==> config.mk <==
export PLATFORM = sky130hd
export DESIGN_NAME = pipe_stage
export DESIGN_NICKNAME = d
export VERILOG_FILES = /design/src/rtl/pipe_pkg.sv /design/src/rtl/pipe_entry_reg.sv /design/src/rtl/pipe_stage.sv
export SDC_FILE = /design/constraint.sdc
export NUM_CORES = 1
export LEC_CHECK = 0
export ABC_CLOCK_PERIOD_IN_PS = 1900
export CAP_MARGIN = 20
export CELL_PAD_IN_SITES_DETAIL_PLACEMENT = 1
export CELL_PAD_IN_SITES_GLOBAL_PLACEMENT = 1
export CORE_MARGIN = 5
export CORE_UTILIZATION = 25
export DETAILED_ROUTE_END_ITERATION = 8
export PLACE_DENSITY = 0.74
export SYNTH_ARGS = -nofsm -noshare
export SYNTH_HDL_FRONTEND = slang
export SYNTH_SLANG_ARGS = --single-unit
export TNS_END_PERCENT = 30
==> constraint.sdc <==
create_clock -name clk -period 1.9 [get_ports clk]
set_clock_uncertainty 0.05 [all_clocks]
set_input_delay 0.38 -clock clk [delete_from_list [all_inputs] [get_ports clk]]
set_output_delay 0.38 -clock clk [all_outputs]
set_load 0.02 [all_outputs]
==> src/rtl/pipe_pkg.sv <==
// rtl/pipe_pkg.sv - shared pipeline-stage types: state encoding, occupancy width, per-boundary control bundles
package pipe_pkg;

  localparam int PIPE_OCC_W = 2;

  typedef enum logic [1:0] {
    EMPTY = 2'd0,
    FULL  = 2'd1,
    SKID  = 2'd2
  } pipe_state_e;

  typedef struct packed {
    logic        pred_taken;
    logic        instr_fault;
    logic [29:0] rsvd;
  } fd_ctrl_t;

  // Sized to 32 bits so the default CTRL_W of pipe_stage matches this bundle.
  typedef struct packed {
    logic [4:0] alu_op;
    logic [1:0] alu_src_a;
    logic [1:0] alu_src_b;
    logic [2:0] br_type;
    logic       mem_rd;
    logic       mem_wr;
    logic [1:0] mem_size;
    logic       mem_unsigned;
    logic [1:0] wb_sel;
    logic       reg_wr;
    logic [4:0] rd;
    logic [2:0] csr_op;
    logic       illegal;
    logic [2:0] rsvd;
  } de_ex_ctrl_t;

  typedef struct packed {
    logic       mem_rd;
    logic       mem_wr;
    logic [1:0] mem_size;
    logic       mem_unsigned;
    logic [1:0] wb_sel;
    logic       reg_wr;
    logic [4:0] rd;
  } ex_mem_ctrl_t;

  typedef struct packed {
    logic [1:0] wb_sel;
    logic       reg_wr;
    logic [4:0] rd;
  } mem_wb_ctrl_t;

  function automatic logic [PIPE_OCC_W-1:0] occ_of_state(input pipe_state_e s);
    case (s)
      FULL:    return 2'd1;
      SKID:    return 2'd2;
      default: return 2'd0;
    endcase
  endfunction

endpackage

==> src/rtl/pipe_entry_reg.sv <==
// rtl/pipe_entry_reg.sv - one payload register with load enable and asynchronous active-low clear
module pipe_entry_reg #(
  parameter int W = 128
) (
  input  logic         clk,
  input  logic         rst_n,
  input  logic         load_i,
  input  logic [W-1:0] d_i,
  output logic [W-1:0] q_o
);

  logic [W-1:0] data_q;

  always_ff @(posedge clk or negedge rst_n) begin
    if (!rst_n) begin
      data_q <= '0;
    end else if (load_i) begin
      data_q <= d_i;
    end
  end

  assign q_o = data_q;

endmodule

==> src/rtl/pipe_stage.sv <==
// rtl/pipe_stage.sv - valid/ready pipeline stage register with stall and flush;
// defining PIPE_STAGE_SKID_EN adds a skid entry and a registered in_ready.
module pipe_stage
  import pipe_pkg::*;
#(
  parameter int                DATA_W      = 96,
  parameter int                CTRL_W      = $bits(de_ex_ctrl_t),
  parameter logic [CTRL_W-1:0] CTRL_BUBBLE = '0
) (
  input  logic                  clk,
  input  logic                  rst_n,
  input  logic                  in_valid,
  output logic                  in_ready,
  input  logic [DATA_W-1:0]     in_data,
  input  logic [CTRL_W-1:0]     in_ctrl,
  input  logic                  stall,
  input  logic                  flush,
  output logic                  out_valid,
  input  logic                  out_ready,
  output logic [DATA_W-1:0]     out_data,
  output logic [CTRL_W-1:0]     out_ctrl,
  output logic [PIPE_OCC_W-1:0] occupancy
);

  localparam int ENTRY_W = DATA_W + CTRL_W;

  pipe_state_e           state_q, state_d;
  logic [PIPE_OCC_W-1:0] occ_q;
  logic [ENTRY_W-1:0]    main_q, main_d;
  logic                  main_load;
  logic                  accept, out_xfer;

  assign out_valid = (state_q != EMPTY);
  assign out_xfer  = out_valid & out_ready;
  assign accept    = in_valid & in_ready;

`ifdef PIPE_STAGE_SKID_EN
  logic               in_ready_q;
  logic [ENTRY_W-1:0] skid_q;
  logic               skid_load;

  // Flush still gates acceptance so a same-cycle input is never taken.
  assign in_ready = in_ready_q & ~flush;

  always_comb begin
    state_d   = state_q;
    main_load = 1'b0;
    skid_load = 1'b0;
    main_d    = {in_ctrl, in_data};
    if (flush) begin
      state_d = EMPTY;
    end else begin
      case (state_q)
        EMPTY: begin
          if (accept) begin
            state_d   = FULL;
            main_load = 1'b1;
          end
        end
        FULL: begin
          if (accept && !out_xfer) begin
            state_d   = SKID;
            skid_load = 1'b1;
          end else if (accept) begin
            main_load = 1'b1;
          end else if (out_xfer) begin
            state_d = EMPTY;
          end
        end
        SKID: begin
          if (out_xfer) begin
            state_d   = FULL;
            main_load = 1'b1;
            main_d    = skid_q;
          end
        end
        default: state_d = EMPTY;
      endcase
    end
  end

  pipe_entry_reg #(.W(ENTRY_W)) u_skid (
    .clk    (clk),
    .rst_n  (rst_n),
    .load_i (skid_load),
    .d_i    ({in_ctrl, in_data}),
    .q_o    (skid_q)
  );

  // Stall is seen one cycle late; the skid entry catches the word already in flight.
  always_ff @(posedge clk or negedge rst_n) begin
    if (!rst_n) begin
      in_ready_q <= 1'b1;
    end else begin
      in_ready_q <= ~stall & (state_d != SKID);
    end
  end
`else
  assign in_ready = ~stall & ~flush & (~out_valid | out_ready);
  assign main_d   = {in_ctrl, in_data};

  always_comb begin
    state_d   = state_q;
    main_load = 1'b0;
    if (flush) begin
      state_d = EMPTY;
    end else begin
      case (state_q)
        EMPTY: begin
          if (accept) begin
            state_d   = FULL;
            main_load = 1'b1;
          end
        end
        FULL: begin
          if (accept) begin
            main_load = 1'b1;
          end else if (out_xfer) begin
            state_d = EMPTY;
          end
        end
        default: state_d = EMPTY;
      endcase
    end
  end
`endif

  pipe_entry_reg #(.W(ENTRY_W)) u_main (
    .clk    (clk),
    .rst_n  (rst_n),
    .load_i (main_load),
    .d_i    (main_d),
    .q_o    (main_q)
  );

  always_ff @(posedge clk or negedge rst_n) begin
    if (!rst_n) begin
      state_q <= EMPTY;
      occ_q   <= '0;
    end else begin
      state_q <= state_d;
      occ_q   <= occ_of_state(state_d);
    end
  end

  assign occupancy = occ_q;
  assign out_data  = main_q[DATA_W-1:0];
  // Bubble is muxed from the valid bit so a stale control word never leaks downstream.
  assign out_ctrl  = out_valid ? main_q[ENTRY_W-1:DATA_W] : CTRL_BUBBLE;

endmodule

==> results of run 1 <==
-- final timing paths --
check	from	to	slack [ns]	depth (start not counted)
hold / removal	rst_n	u_main.q_o[8]	0.40	2
hold reg to reg	u_main.q_o[104]	u_main.q_o[104]	0.43	1
min in group clk	u_main.q_o[104]	u_main.q_o[104]	0.43	1
max in group asynchronous	rst_n	u_main.q_o[127]	0.80	3
setup / recovery	state_q[0]	out_ctrl[13]	0.02	4
setup reg to reg	state_q[1]	u_main.q_o[44]	0.08	5
-- area by class of cell --
type / count / area (sq um)
Timing Repair Buffer: 283 / 2783
Tap cell: 319 / 399.1
Sequential cell: 132 / 3303
Clock inverter: 14 / 175.2
Fill cell: 2422 / 14480
Clock buffer: 18 / 439.2
Inverter: 1 / 3.754
Multi-Input combinational cell: 170 / 1748
-- power by group --
| group | internal [mW] | switching, mW |
|---|---|---|
| registers | 3.44 | 0.326 |
| clock network | 2.12 | 1.30 |
| logic | 1.60 | 1.37 |
-- metrics by stage --
| step | setup WS, ns | total power, mW | utilization, % | instances |
|---|---|---|---|---|
| finish | 0.02169 | 10.14 | 37.93 | 937 |
| global route | -0.07218 | 10.65 | 37.93 | 937 |
| CTS | -0.01976 | 10.33 | 37.71 | 936 |
| floorplan | 0.1376 | 5.735 | - | 416 |
| global placement | -0.2057 | 6.758 | 35.22 | 899 |
| detailed placement | -0.2495 | 6.875 | 35.22 | 899 |
-- registers in the layout (all words and copies together), names as in the netlist --
signal,flops
u_main.q_o,128
occupancy,2
state_q,2
-- synthesized netlist by cell type, drive strengths merged --
cell type / number
nand2: 1
nor2: 2
nor3: 1
o31ai: 2
dfrtp: 132
nor2b: 32
mux2: 128
inv: 1
buf: 110
conb: 1
nor4b: 1
clkbuf: 3
nand2b: 1
-- logic make-up after synthesis --
group	Yosys count
DFF	132
muxes	128
buffers and inverters	114
and+or+nand+nor	38
AOI/OAI and AO/OA	2
other	1
-- per-layer routing --
layer  vias up  track usage [%]
met5         -                0
met4         0            3.584
met3        11            5.627
met2       163            20.42
met1      1835            12.27
li1       1673                -
-- critical path, stage by stage, from the launching register on --
cell,delay [ns]
dfrtp_1,0.41
nor2_4,0.17
bufbuf_16,0.28
nor2b_1,0.04
buf_2,0.15
-- repair_timing --
| action | CTS | global route |
|---|---|---|
| endpoints found under the hold margin | 31 | 0 |
| resized for setup | 159 | 15 |
| pin swaps | 1 | 0 |
| cloned | 1 | 0 |
| setup endpoints to repair | 34 | 125 |
| hold buffers | 1 | 0 |
| setup buffers | 3 | 1 |
==> metrics, run 1 <==
post-route fraction of the period consumed by the critical path 98.86%; largest area contributor in the synthesized netlist dfrtp_1; Site Rows 56; post-route design area 8851 sq um; Static Leak 3.781 nW; shortest period the worst path allows 1.878 ns; ranking of synthesized cells by area dfrtp_1, mux2_1, buf_4, mux2_2, nor2b_1; M1 wire length 5825 microns; core area 23,330 sq um; number of routed nets with antenna violations 0; total negative setup slack 0 ns; WP data arrival 1.45 ns; count of unique library cells instantiated by Yosys 16; final wirelength 15,560 microns; clock sinks 132; DRC violation count after routing 0; first drt pass iteration count 2; Max Fanout on Critical Path 7; Ports 266; max-capacitance violation count 0; Ant. Diodes 0; Overall Global Routing Usage 11.61%; final max-slew violation count 0; element type at the critical path end primary output; Final Hold Vio Count 0; top library cells by usage in the layout, fill and taps aside clkdlybuf4s50_1, dfrtp_1, mux2_1; Via Count 3,682; Fin Hold WS 0.4021 ns; wire length of the first global-routing pass 23,980 microns; total congestion overflow after global routing 0; dominant combinational cell family by area after synthesis multiplexers; Clock Latency Late Sink 0.40 ns; DPL Wire Length 11,940 microns; Cells after Synth 415; Cell Area, Placed 8217 sq um; area overhead of the layout relative to synthesis 50.64%; Port Buf Inserts 265; fraction of final layout cells with drive strength greater than 1 20.23%; class of the worst hold path in2async; P per Cell Area 1146 nW/um^2; detailed-route wire length per cell 16.60 microns; fraction of the mapped netlist area in compound gates 0.2555%; fraction of the mapped netlist area in simple logic gates 4.046%; peak clock frequency supported by timing 532.4 MHz; height of the die 163.3 microns; WP data required 1.47 ns; DRC marker count from the first detailed-route iteration 104; post-layout net count 739; via/cell ratio 3.930; post-synthesis sequential area ratio 56.22%; met2 WL post-DR 7903 microns; die outline area 26,670 sq um; CTS Root Cell clkbuf_16; final weighted congestion of routability-driven global placement 0.7493; maximum number of pins on one net before global-route repair 67; initial antenna violation count 0; buffers from clock root to sink, at most 2; maximum vdd drop 496.4 uV; Die Span X 163.3 microns; Final Setup Violations 0; area share of xor/xnor cells in the synthesized design 0%; TritonCTS clock tree done; clock slew at the register clock pins of the worst setup and hold paths 0.06 ns; initial cell density of the core 25.18%; multiplexer area fraction after synthesis 24.53%; commonest non-fill, non-tap cell in the layout clkdlybuf4s50_1; count of yosys warnings during synthesis 0; Met3 Wirelength 1655 microns; number of buffers inserted during clock tree synthesis 17; via count of the first global-routing pass 4,278; netlist area before placement 5876 sq um; RSZ-0062 raised after global routing true; post-synthesis share of cell area spent on full adders, half adders and majority gates 0%; highest routed layer met4; average footprint of a synthesized cell 14.16 sq um; post-synthesis register bit count 132; top-area cell type share of the netlist area 56.22%; Max H-tree Level 4; path type of the worst setup path reg2out; crit start category flop; result of the run complete, no violations
(Power assumes the default switching activity.)
==> run 2: changes to the inputs <==
--- a/config.mk
+++ b/config.mk
@@ -5,14 +5,15 @@
 export SDC_FILE = /design/constraint.sdc
 export NUM_CORES = 1
 export LEC_CHECK = 0
-export ABC_CLOCK_PERIOD_IN_PS = 1900
+export ABC_CLOCK_PERIOD_IN_PS = 1700
 export CAP_MARGIN = 20
 export CELL_PAD_IN_SITES_DETAIL_PLACEMENT = 1
 export CELL_PAD_IN_SITES_GLOBAL_PLACEMENT = 1
 export CORE_MARGIN = 5
 export CORE_UTILIZATION = 25
 export DETAILED_ROUTE_END_ITERATION = 8
-export PLACE_DENSITY = 0.74
+export GPL_ROUTABILITY_DRIVEN = 0
+export PLACE_DENSITY = 0.76
 export SYNTH_ARGS = -nofsm -noshare
 export SYNTH_HDL_FRONTEND = slang
 export SYNTH_SLANG_ARGS = --single-unit
==> constraint.sdc (replaced) <==
create_clock -name clk -period 1.7 [get_ports clk]
set_clock_uncertainty 0.05 [all_clocks]
set_input_delay 0.34 -clock clk [delete_from_list [all_inputs] [get_ports clk]]
set_output_delay 0.34 -clock clk [all_outputs]
set_load 0.02 [all_outputs]
==> metrics, run 2 (synthesis gave the netlist of run 1 again) <==
peak clock frequency supported by timing 527.6 MHz; Worst Reg2Reg Path Length in Cells 7 (+2); post-layout net count 758 (+2.6%); switching part of the total 30.20% (+0.69 points); RSZ-0062 raised after global routing true; DRC violation count after routing 0 (unchanged); TritonCTS clock tree done; core area 23,330 sq um (unchanged); detailed-route wire length per cell 19.73 microns (+19%); wire length of the first global-routing pass 26,180 microns (+9.1%); initial antenna violation count 1 (+1); met2 WL post-DR 8997 microns (+14%); Met3 Wirelength 1724 microns (+4.2%); number of flip-flops under the largest register name 128 (unchanged); Ant. Diodes 0 (unchanged); post-route core utilization 40.49% (+2.6 points); Final Hold Vio Count 0 (unchanged); initial cell density of the core 25.18% (unchanged); number of buffers inserted during clock tree synthesis 17 (unchanged); max-capacitance violation count 0 (unchanged); failing checks negative setup slack; number of routed nets with antenna violations 0 (unchanged); fillers 2,418 (-0.17%); WP data arrival 2.13 ns (+0.68 ns); DRC marker count from the first detailed-route iteration 96 (-7.7%); Site Rows 56 (unchanged); part of the power in registers 37.6% (+0.5 points); DPL Wire Length 11,600 microns (-2.9%); part of the power in combinational logic 31.1% (+1.9 points); total congestion overflow after global routing 0 (unchanged); total negative setup slack -22.23 ns (-22.23 ns); clock sinks 132 (unchanged); Max H-tree Level 4 (unchanged); shortest period the worst path allows 1.895 ns; Ports 266 (unchanged); class of the worst hold path in2async; maximum vdd drop 516.9 uV (+4.1%); path type of the worst setup path reg2reg; WP data required 1.94 ns (+0.47 ns); element type at the critical path end flop; pre-CTS setup slack -0.4072 ns (-0.1576 ns); worst path setup slack after routing -0.1954 ns (-0.2171 ns); M1 wire length 7789 microns (+34%); result of the run finished with violations; CTS Root Cell clkbuf_16; post-route fraction of the period consumed by the critical path 111.5%; crit start category flop; worst reg2reg endpoint u_main.q_o[21]; switching component of the power 3.370 mW (+13%); via/cell ratio 4.079 (+3.8%); first drt pass iteration count 6 (+4); Overall Global Routing Usage 13.05% (+1.4 points); fraction of final layout cells with drive strength greater than 1 36.26% (+16 points); Port Buf Inserts 265 (unchanged); area overhead of the layout relative to synthesis 60.78%; Via Count 3,900 (+5.9%); Clock Latency Late Sink 0.41 ns (about the same); clock slew at the register clock pins of the worst setup and hold paths 0.06 ns (about the same); RR Startpoint state_q[1]; height of the die 163.3 microns (unchanged); Die Span X 163.3 microns (unchanged); via count of the first global-routing pass 4,260 (-0.42%); Clock Power Share 31.4% (-2.2 points); buffers from clock root to sink, at most 2 (unchanged); die outline area 26,670 sq um (unchanged); Int Power 7.788 mW (+8.9%); final max-slew violation count 0 (unchanged); Max Fanout on Critical Path 8 (+1); final wirelength 18,860 microns (+21%); maximum number of pins on one net before global-route repair 36 (-46%); top library cells by usage in the layout, fill and taps aside clkdlybuf4s50_1, dfrtp_1, mux2_4, dlygate4sd2_1, nor2b_1; internal reg-to-reg setup slack -0.20 ns (-0.28 ns); Final Setup Violations 162 (+162); Static Leak 4.615 nW (+22%); P per Cell Area 1181 nW/um^2 (+3.1%); highest routed layer met5
-- run 2: cell count changes in the layout (fill, tap and decap cells not counted), sizes merged --
cell and change:
dlygate4sd2 +98, bufinv -2, clkbuf +12, clkinv +1
clkdlybuf4s50 -97, clkinvlp -1, nand2 +2, inv -4
dlymetal6s2s -1, bufbuf -1, buf +12
-- run 2: how the worst max path moves through the flow --
stage	start	end	slack (ns)	cells past startpoint
2_1_floorplan	state_q[1]	in_ready	0.06	4
3_3_place_gp	stall	u_main.q_o[87]	-0.37	5
3_5_place_dp	stall	u_main.q_o[57]	-0.41	5
4_1_cts	state_q[1]	out_ctrl[6]	-0.29	4
5_1_grt	state_q[0]	in_ready	-0.29	5
6_report	state_q[1]	u_main.q_o[21]	-0.20	7
-- run 2: power by group through the flow --
stage / Combinational (mW) / Clock (mW) / Sequential, mW
6_report: 3.47 / 3.50 / 4.19
4_1_cts: 3.24 / 3.65 / 4.18
5_1_grt: 3.65 / 3.81 / 4.29
2_1_floorplan: 2.28 / 0 / 4.13
3_5_place_dp: 3.40 / 0 / 4.25
3_3_place_gp: 3.34 / 0 / 4.21
-- run 2: per-layer routing --
layer,global-route usage (%),vias up
met4,4.270,2
met2,21.49,183
met5,0,-
li1,-,1725
met3,5.778,29
met1,15.26,1961
-- run 2: per-stage QoR --
| stage | cell area (sq um) | cells | power [mW] | hold WS, ns |
|---|---|---|---|---|
| final | 9447 | 956 | 11.16 | 0.3814 |
| after global routing | 9447 | 956 | 11.75 | 0.4121 |
| after CTS | 9071 | 946 | 11.06 | 0.3640 |
| after detailed placement | 8257 | 901 | 7.644 | 0.2453 |
| after global placement | 8257 | 901 | 7.553 | 0.2475 |
| after floorplan | 5886 | 416 | 6.411 | -0.005591 |
-- run 2: final cells by class --
cell class,instances,area [sq um],area share [%]
Clock inverter,8,77.57,0.8212
Timing Repair Buffer,300,3050,32.29
Tap cell,319,399.1,4.225
Inverter,1,3.754,0.03974
Clock buffer,24,471.7,4.993
Multi-Input combinational cell,172,2141,22.66
Sequential cell,132,3303,34.97
-- run 2: timing repair --
action / 4_1_cts / 5_1_grt
endpoints found under the setup margin: 250 / 163
resized for setup: 313 / 66
pin swaps: 2 / 1
hold buffers: 1 / 0
buffers inserted: 4 / 3
hold endpoints to repair: 30 / 0
gates cloned: 8 / 8
-- run 2: worst max-delay path, stage by stage, from the launching register on --
cell and delay, ns:
dfrtp_1 0.42, buf_6 0.14, nor4b_4 0.26, buf_6 0.19
buf_12 0.12, nand2_8 0.10, buf_16 0.19, mux2_4 0.30
==> run 3: changes to the inputs <==
--- a/config.mk
+++ b/config.mk
@@ -11,6 +11,7 @@
 export CELL_PAD_IN_SITES_GLOBAL_PLACEMENT = 1
 export CORE_MARGIN = 5
 export CORE_UTILIZATION = 25
+export CTS_CLUSTER_SIZE = 24
 export DETAILED_ROUTE_END_ITERATION = 8
 export GPL_ROUTABILITY_DRIVEN = 0
 export PLACE_DENSITY = 0.76
==> results of run 3 <==
Final layout, timing and power as in run 2 (identical DEF).
